[src/rtl/qspi_storage_arbiter_pkg.sv]
// Shared types and defaults for the QSPI storage arbiter: FSM states, default
// widths and the programming-port index.
package qspi_arb_pkg;

    typedef enum logic [1:0] {
        IDLE  = 2'd0,
        ISSUE = 2'd1,
        WAIT  = 2'd2,
        RESP  = 2'd3
    } arb_state_t;

    localparam int DEF_N_REQ       = 3;
    localparam int DEF_ADDR_W      = 24;
    localparam int DEF_DATA_W      = 32;
    localparam int DEF_TIMEOUT_CYC = 4096;
    localparam int BE_W            = 4;

    // The programming loader always occupies the highest port index.
    function automatic int prog_port(input int n_req);
        return n_req - 1;
    endfunction

endpackage

[src/rtl/qspi_storage_arbiter_rr_picker.sv]
// Combinational round-robin search: first set bit of the eligible mask at or
// after rr_ptr, wrapping around.
module rr_picker #(
    parameter int N_REQ = 3,
    parameter int IDX_W = 2
) (
    input  logic [N_REQ-1:0] eligible,
    input  logic [IDX_W-1:0] rr_ptr,
    output logic [IDX_W-1:0] idx,
    output logic             valid
);

    always_comb begin : search
        int                 pos;
        logic [IDX_W-1:0]   cand;
        idx   = '0;
        valid = 1'b0;
        pos   = 0;
        cand  = '0;
        for (int i = 0; i < N_REQ; i++) begin
            pos = int'(rr_ptr) + i;
            if (pos >= N_REQ) pos = pos - N_REQ;
            cand = pos[IDX_W-1:0];
            if (!valid && eligible[cand]) begin
                valid = 1'b1;
                idx   = cand;
            end
        end
    end

endmodule

[src/rtl/qspi_storage_arbiter.sv]
// Round-robin arbiter sharing one QSPI storage controller between requesters,
// with programming-mode gating and a transaction timeout that aborts the controller.
module qspi_storage_arbiter
    import qspi_arb_pkg::*;
#(
    parameter int N_REQ       = DEF_N_REQ,
    parameter int ADDR_W      = DEF_ADDR_W,
    parameter int DATA_W      = DEF_DATA_W,
    parameter int TIMEOUT_CYC = DEF_TIMEOUT_CYC
) (
    input  logic                   clk,
    input  logic                   rst,
    input  logic                   prog_mode,
    input  logic [N_REQ-1:0]       req,
    input  logic [N_REQ-1:0]       req_we,
    input  logic [N_REQ*ADDR_W-1:0] req_addr,
    input  logic [N_REQ*DATA_W-1:0] req_wdata,
    input  logic [N_REQ*BE_W-1:0]  req_be,
    output logic [N_REQ-1:0]       gnt,
    output logic [N_REQ-1:0]       rvalid,
    output logic                   rerr,
    output logic [DATA_W-1:0]      rdata,
    output logic                   ctrl_req,
    output logic                   ctrl_we,
    output logic [ADDR_W-1:0]      ctrl_addr,
    output logic [DATA_W-1:0]      ctrl_wdata,
    output logic [BE_W-1:0]        ctrl_be,
    input  logic                   ctrl_ready,
    input  logic                   ctrl_done,
    input  logic [DATA_W-1:0]      ctrl_rdata,
    output logic                   ctrl_abort,
    output logic                   busy
);

    localparam int IDX_W = (N_REQ > 1) ? $clog2(N_REQ) : 1;
    localparam int CNT_W = $clog2(TIMEOUT_CYC + 1);
    localparam logic [CNT_W-1:0] CNT_LAST  = CNT_W'(TIMEOUT_CYC - 1);
    localparam logic [N_REQ-1:0] PROG_MASK = N_REQ'(1) << prog_port(N_REQ);

    arb_state_t        state, next_state;
    logic [N_REQ-1:0]  eligible;
    logic [IDX_W-1:0]  pick_idx, rr_ptr, idx_lat;
    logic              pick_vld;
    logic [CNT_W-1:0]  cnt;
    logic              timeout;

    assign eligible = prog_mode ? (req & PROG_MASK) : req;
    assign timeout  = (cnt == CNT_LAST);

    rr_picker #(.N_REQ(N_REQ), .IDX_W(IDX_W)) u_picker (
        .eligible (eligible),
        .rr_ptr   (rr_ptr),
        .idx      (pick_idx),
        .valid    (pick_vld)
    );

    always_ff @(posedge clk or posedge rst) begin
        if (rst) state <= IDLE;
        else     state <= next_state;
    end

    // Acceptance by the controller outranks a timeout in ISSUE; a completion
    // outranks a timeout in the same cycle.
    always_comb begin
        next_state = state;
        case (state)
            IDLE:    if (pick_vld) next_state = ISSUE;
            ISSUE:   if (ctrl_ready && ctrl_done) next_state = RESP;
                     else if (ctrl_ready)         next_state = WAIT;
                     else if (timeout)            next_state = RESP;
            WAIT:    if (ctrl_done || timeout) next_state = RESP;
            RESP:    next_state = IDLE;
            default: next_state = IDLE;
        endcase
    end

    always_comb begin
        gnt        = '0;
        rvalid     = '0;
        ctrl_req   = (state == ISSUE);
        ctrl_abort = timeout && (((state == ISSUE) && !ctrl_ready) ||
                                 ((state == WAIT) && !ctrl_done));
        busy       = (state != IDLE);
        if (state == IDLE && pick_vld && !rst) gnt = N_REQ'(1) << pick_idx;
        if (state == RESP)                     rvalid = N_REQ'(1) << idx_lat;
    end

    always_ff @(posedge clk or posedge rst) begin
        if (rst) begin
            rr_ptr     <= '0;
            idx_lat    <= '0;
            ctrl_we    <= 1'b0;
            ctrl_addr  <= '0;
            ctrl_wdata <= '0;
            ctrl_be    <= '0;
            cnt        <= '0;
            rdata      <= '0;
            rerr       <= 1'b0;
        end else begin
            case (state)
                IDLE: begin
                    cnt <= '0;
                    if (pick_vld) begin
                        idx_lat    <= pick_idx;
                        ctrl_we    <= req_we[pick_idx];
                        ctrl_addr  <= req_addr[pick_idx*ADDR_W +: ADDR_W];
                        ctrl_wdata <= req_wdata[pick_idx*DATA_W +: DATA_W];
                        ctrl_be    <= req_be[pick_idx*BE_W +: BE_W];
                        rr_ptr     <= (pick_idx == IDX_W'(N_REQ - 1)) ? '0 : pick_idx + IDX_W'(1);
                    end
                end
                ISSUE: begin
                    if (ctrl_ready && ctrl_done) begin
                        rdata <= ctrl_we ? '0 : ctrl_rdata;
                        rerr  <= 1'b0;
                    end else if (ctrl_ready) begin
                        cnt <= '0;
                    end else if (timeout) begin
                        rdata <= '0;
                        rerr  <= 1'b1;
                    end else begin
                        cnt <= cnt + CNT_W'(1);
                    end
                end
                WAIT: begin
                    if (ctrl_done) begin
                        rdata <= ctrl_we ? '0 : ctrl_rdata;
                        rerr  <= 1'b0;
                    end else if (timeout) begin
                        rdata <= '0;
                        rerr  <= 1'b1;
                    end else begin
                        cnt <= cnt + CNT_W'(1);
                    end
                end
                default: ;
            endcase
        end
    end

endmodule

[config.mk]
export PLATFORM = sky130hd
export DESIGN_NAME = qspi_storage_arbiter
export DESIGN_NICKNAME = d
export VERILOG_FILES = /design/src/rtl/qspi_storage_arbiter_pkg.sv /design/src/rtl/qspi_storage_arbiter_rr_picker.sv /design/src/rtl/qspi_storage_arbiter.sv
export SDC_FILE = /design/constraint.sdc
export NUM_CORES = 1
export LEC_CHECK = 0
export ABC_AREA = 1
export BUFFER_PORTS_ARGS = -buffer_cell sky130_fd_sc_hd__buf_2
export CAP_MARGIN = 20
export CELL_PAD_IN_SITES_DETAIL_PLACEMENT = 1
export CELL_PAD_IN_SITES_GLOBAL_PLACEMENT = 2
export CORE_ASPECT_RATIO = 1.25
export CORE_MARGIN = 2
export CORE_UTILIZATION = 23
export CTS_CLUSTER_SIZE = 30
export DETAILED_ROUTE_END_ITERATION = 10
export GPL_TIMING_DRIVEN = 0
export PLACE_DENSITY = 0.79
export SLEW_MARGIN = 20
export SYNTH_ARGS = -nofsm -noshare
export SYNTH_HDL_FRONTEND = slang
export SYNTH_SLANG_ARGS = --single-unit
[constraint.sdc]
create_clock -name clk -period 4.69 [get_ports clk]
set_input_delay 0.7035 -clock clk [delete_from_list [all_inputs] [get_ports clk]]
set_output_delay 0.7035 -clock clk [all_outputs]
set_load 0.01 [all_outputs]
# Word-level counts from Yosys, hierarchy flattened

Cells that the tools add are included.

Div/mod/pow operators: 0
$mul: 1
Eq/ne operators: 11
Bitwise operators: 0
$add $sub $neg: 7
Mux-type cells: 43
Reductions and logical operators: 23
Shift operators: 5
Magnitude comparators: 7

Operators by type and width:

| cell                    | count |
|---|---|
| $mux W32                | 5 |
| $shiftx A96 B8 Y32      | 1 |
| $shiftx A72 B8 Y24      | 1 |
| $pmux W32 S2            | 1 |
| $mux W13                | 4 |
| $pmux W13 S3            | 1 |
| $mux W2                 | 13 |
| $add A13 B1 Y13 const B | 1 |
| $eq A13 B12 Y1 const B  | 1 |
| $lt A2 B3 Y1 const B    | 4 |
| $shiftx A12 B5 Y4       | 1 |
| $mux W1                 | 11 |
| $bmux W1 S2             | 4 |
| $logic_and A1 B1 Y1     | 8 |
| $ne A2 B2 Y1 const B    | 4 |
| $pmux W2 S4             | 1 |
| $eq A2 B2 Y1 const B    | 3 |
| $ge A3 B2 Y1 const B    | 2 |
| $mux W3                 | 2 |
| $reduce_and A3 Y1       | 2 |
| $shl A1 B2 Y3 const A   | 2 |
| $logic_not A1 Y1        | 5 |
| $mul A2 B2 Y4 const B   | 1 |
| $ne A4 B1 Y1 const B    | 1 |
| other kinds (14)        | 18 |

Word-level logic and storage cells: 107
Bits in read-only memories: 0
Input port bits: 223
Register bits after elaboration: 113
Bits in latches: 0
Memories kept: 0
Bits in writable memories: 0

# Longest topological paths before layout

Word-level depth: 14
Mapped depth: 17
Depth with buffers taken out: 16

# Hierarchy

Synthesis repeated with hierarchy kept, for this count alone.

Cell total of the unflattened synthesis: 836
Area, all modules: 6352.3 µm²

Modules (own cells, without submodules):

| module               | cells each | times used | area each (µm²) |
|---|---|---|---|
| qspi_storage_arbiter | 785        | 1          | 6112.1 |
| rr_picker            | 51         | 1          | 240.2 |

# Worst setup path after synthesis

Ideal clock, no wire load.

Path type: input to output
Start point: input rst
End point: output gnt[1]
Path slack: 0.443 ns
Arrival time: 3.544 ns
Path buffers: 0
Stages: 3
Cells stage by stage: inv_1 nand2_1 nor2_1

Cells in the longest elaborated chain, start to end: 3

RTL lines:

| element                    | line                       | source |
|---|---|---|
| from (decl)                | qspi_storage_arbiter.sv:12 | `input logic rst,` |
| $logic_not A1 Y1 (no line) | --                         |  |
| $logic_and A1 B1 Y1        | qspi_storage_arbiter.sv:84 | `if (state == IDLE && pick_vld && !rst) gnt = N_REQ'(1) << pick_idx;` |
| $mux W3                    | qspi_storage_arbiter.sv:84 |  |
| to (decl)                  | qspi_storage_arbiter.sv:19 | `output logic [N_REQ-1:0] gnt,` |

Every way passes these cells.

# Final worst setup path

Start point: register rr_ptr[0]
End point: output gnt[1]

Cells in the longest elaborated chain, start to end: 14
Elaborated cells between the ends (all ways): 31
Those cells by class: 5 x add/sub; 3 x order compare; 1 x shift; 16 x mux; 6 x reduce/logical

RTL lines:

| element                                                | line                        | source |
|---|---|---|
| from (decl)                                            | qspi_storage_arbiter.sv:42  | `logic [IDX_W-1:0] pick_idx, rr_ptr, idx_lat;` |
| from (signal assigned)                                 | qspi_storage_arbiter.sv:109 | `rr_ptr <= (pick_idx == IDX_W'(N_REQ - 1)) ? '0 : pick_idx + IDX_W'(1);` |
| branches (longest 13 deep; another with $add A2 B1 Y3) | --                          |  |
| $mux W3 (*)                                            | qspi_storage_arbiter.sv:84  |  |

Mark *: on every way between the ends. The select of a mux whose other input is x is not followed.

==> results_dict.tcl <==
set metrics [dict create \
    status "completed" \
    hold_path.class "in2async" \
    critPathRequiredTime_ps 3990 \
    skew_ps 11.6 \
    dpl_cell_area_mm2 0.00842 \
    slew_headroom_pct 50.5 \
    path_delay_family "buffers and inverters" \
    grt_pass1_wl_um 43300 \
    path_class "reg2out" \
    final_common_cell "buf_2" \
    pre_cts_ws_ps 1130 \
    grt_pass1_vias 7891 \
    core_area_mm2 0.0269 \
    nets 1464 \
    critPathLaunchType "flop" \
    min_period_ps 3770 \
    critPathSlowestCell "clkbuf_1" \
    finalWorstSetupSlack_ps 921 \
    grt_setup_unrepaired "no" \
    h-tree-depth 4 \
    grt-ovfl-total 0 \
    grt_usage_pct 19.4 \
    ys_ff_latch 113 \
    multi_input_area_mm2 0.00298 \
    worst_path_most_repeated_cell "nand3_1" \
    syn_area_per_cell_um2 7.12 \
    fillers 3499 \
    path_clk_slew_ps 60 \
    cts_hold_buf 0 \
    tightest_slew_ps 743 \
    drt_iter0_drc 264 \
    start_util_pct 23.5 \
    clock_path_buffers 2 \
    totalPowerFinal_w 0.00687 \
    cts_resized 0 \
    fp.dieW_um 152 \
    worstPathArrival_ps 3070 \
    syn-instance-count 889 \
    synth_area_mm2 0.00633 \
    critPathMaxFanout 10 \
    via_per_inst 4.61 \
    rrSetupSlack_ps 2000 \
    cts.sinks 113 \
    fp-row-count 67 \
    gp_congestion 0.854 \
    leakagePower_nw 4.75 \
    drc 0 \
    vias 7350 \
    crit_chain "inv_1 -> ha_1 -> buf_2 -> inv_2 -> nand3_1 -> nand3_1 -> nand2_1 -> nand3_1 -> nand2_2 -> inv_2 -> clkbuf_1 -> nand2_1 -> nor2_1 -> buf_2" \
    wire_per_inst_um 17.7 \
    clockRootBuffer "clkbuf_16" \
    finalSetupViolCount 0 \
    layout-area-overhead-vs-synth_pct 42.4 \
    die_h_um 189 \
    port_buffers 325 \
    ioPinCount 326 \
    crit_path_end_kind "output pin" \
    timing.critical_path.buf_inv 6 \
    final_area_mm2 0.00901 \
    post_cts_buffers 0 \
    synth_nets 1119 \
    min_period_over_period_pct 80.4 \
    first_pass_iters 4 \
    antenna_found_initial 6 \
    power-per-cell-area_mw_per_mm2 762 \
    synth.distinct_cells 26 \
    die-area_mm2 0.0289 \
    drive_gt1_share_pct 32.0 \
    seqCellArea_mm2 0.00283 \
    finalHoldViolations 0 \
    slowest_delay_ps 410 \
    worstSkewPairLatency_ps 420 \
    routed_wl_um 28200 \
    ys_warn_count 0 \
    synth-seq-area-share_pct 44.7 \
    fmax_mhz 265 \
    maxCapViolations 0 \
    layout_common_cells "348 x buf_2, 250 x nand2_1, 116 x nor2_1" \
    cts_buffers 17 \
    cts_tree "done" \
    slew_viol_final 0 \
    dp.final_hpwl_um 21900 \
    ant_nets 0 \
    worst_ir_drop_vdd_v 0.000278 \
    grt_max_degree 59 \
]
==> worst register-to-register path: stages (launching register included) <==
cell     delay, ps
dfrtp_1        350
inv_1           60
ha_1           270
buf_2          180
inv_2           80
nand3_1         70
nand3_1         90
nand2_1        110
nand3_1        130
nand2_2        250
buf_2          380
buf_2          390
a21oi_1        100
a21oi_1        160
==> cell families (layout without fill, tap and decap cells) <==
family | count (synthesis) | in the layout | share of synthesized area [%]
compound gates | 146 | 146 | 13.1
xor+xnor | 2 | 2 | 0.277
fa+ha+maj | 7 | 7 | 1.38
buf+inv | 127 | 484 | 8.34
flops | 113 | 113 | 44.7
other cells | 0 | 3 | 0
simple gates | 494 | 494 | 32.2
==> flip-flops by register name, indices dropped and copies added, names as in the netlist <==
register,count
cnt,13
ctrl_addr,24
ctrl_be,4
ctrl_wdata,32
ctrl_we,1
idx_lat,2
rdata,32
rerr,1
rr_ptr,2
state,2
==> through the flow <==
step | util, % | TNS [ps] | cells | hold WS (ps)
floorplan | - | 0 | 889 | 503
global placement | 31.2 | -112260 | 1559 | 493
detailed placement | 31.3 | 0 | 1560 | 505
CTS | 33.5 | 0 | 1591 | 325
global route | 33.5 | 0 | 1594 | 344
finish | 33.5 | 0 | 1594 | 323
==> cells in the mapped netlist <==
cell type  number  area share [%]
nand2_1       250              15
nor2_1        116             6.9
dfrtp_1       113              45
nand3_1       109             8.6
inv_1          72             4.3
a21oi_1        54             4.3
o21ai_0        52             4.1
a22oi_1        36             4.3
buf_2          23             1.8
clkbuf_1       17             1.0
nor3_1          8            0.63
ha_1            7             1.4
inv_2           6            0.36
buf_1           4            0.24
buf_4           4            0.47
nand2_2         3            0.30
nand4_1         3            0.30
a211oi_1        2            0.24
nor2_2          2            0.20
nor2_4          2            0.36
a311oi_1        1            0.14
buf_6           1            0.18
o21a_1          1            0.12
or2_2           1           0.099
xnor2_1         1            0.14
xor2_1          1            0.14
==> metal layers <==
metal	global-route usage [%]	vias to the layer above	part of all wire, %
li1	-	3575	-
met3	6.39	33	7.5
met2	35.7	258	52
met1	20.9	3478	39
met5	0	-	0.11
met4	6.22	6	2.1
==> final timing paths <==
check	start	to	cells after the start
max in group asynchronous	rst	rdata[0]	3
min reg2reg	ctrl_wdata[29]	ctrl_wdata[29]	2
min	rst	ctrl_wdata[2]	2
min in group clk	req_wdata[11]	ctrl_wdata[11]	3
max reg2reg	rr_ptr[0]	ctrl_wdata[13]	13
max	rr_ptr[0]	gnt[1]	14
==> where the power goes <==
part	total [W]	switching [W]	internal, W
registers	0.00170	0.000251	0.00145
clock network	0.00131	0.000494	0.000817
logic	0.00386	0.00256	0.00130
==> cell type report <==
type	instances	share of cell area (%)
Timing Repair Buffer	326	18.4
Buffer	49	2.61
Sequential cell	113	31.4
Tap cell	345	4.79
Clock buffer	21	5.22
Clock inverter	10	1.22
Inverter	78	3.33
Antenna cell	3	0.0833
Multi-Input combinational cell	649	33.0
(Power assumes the default switching activity.)
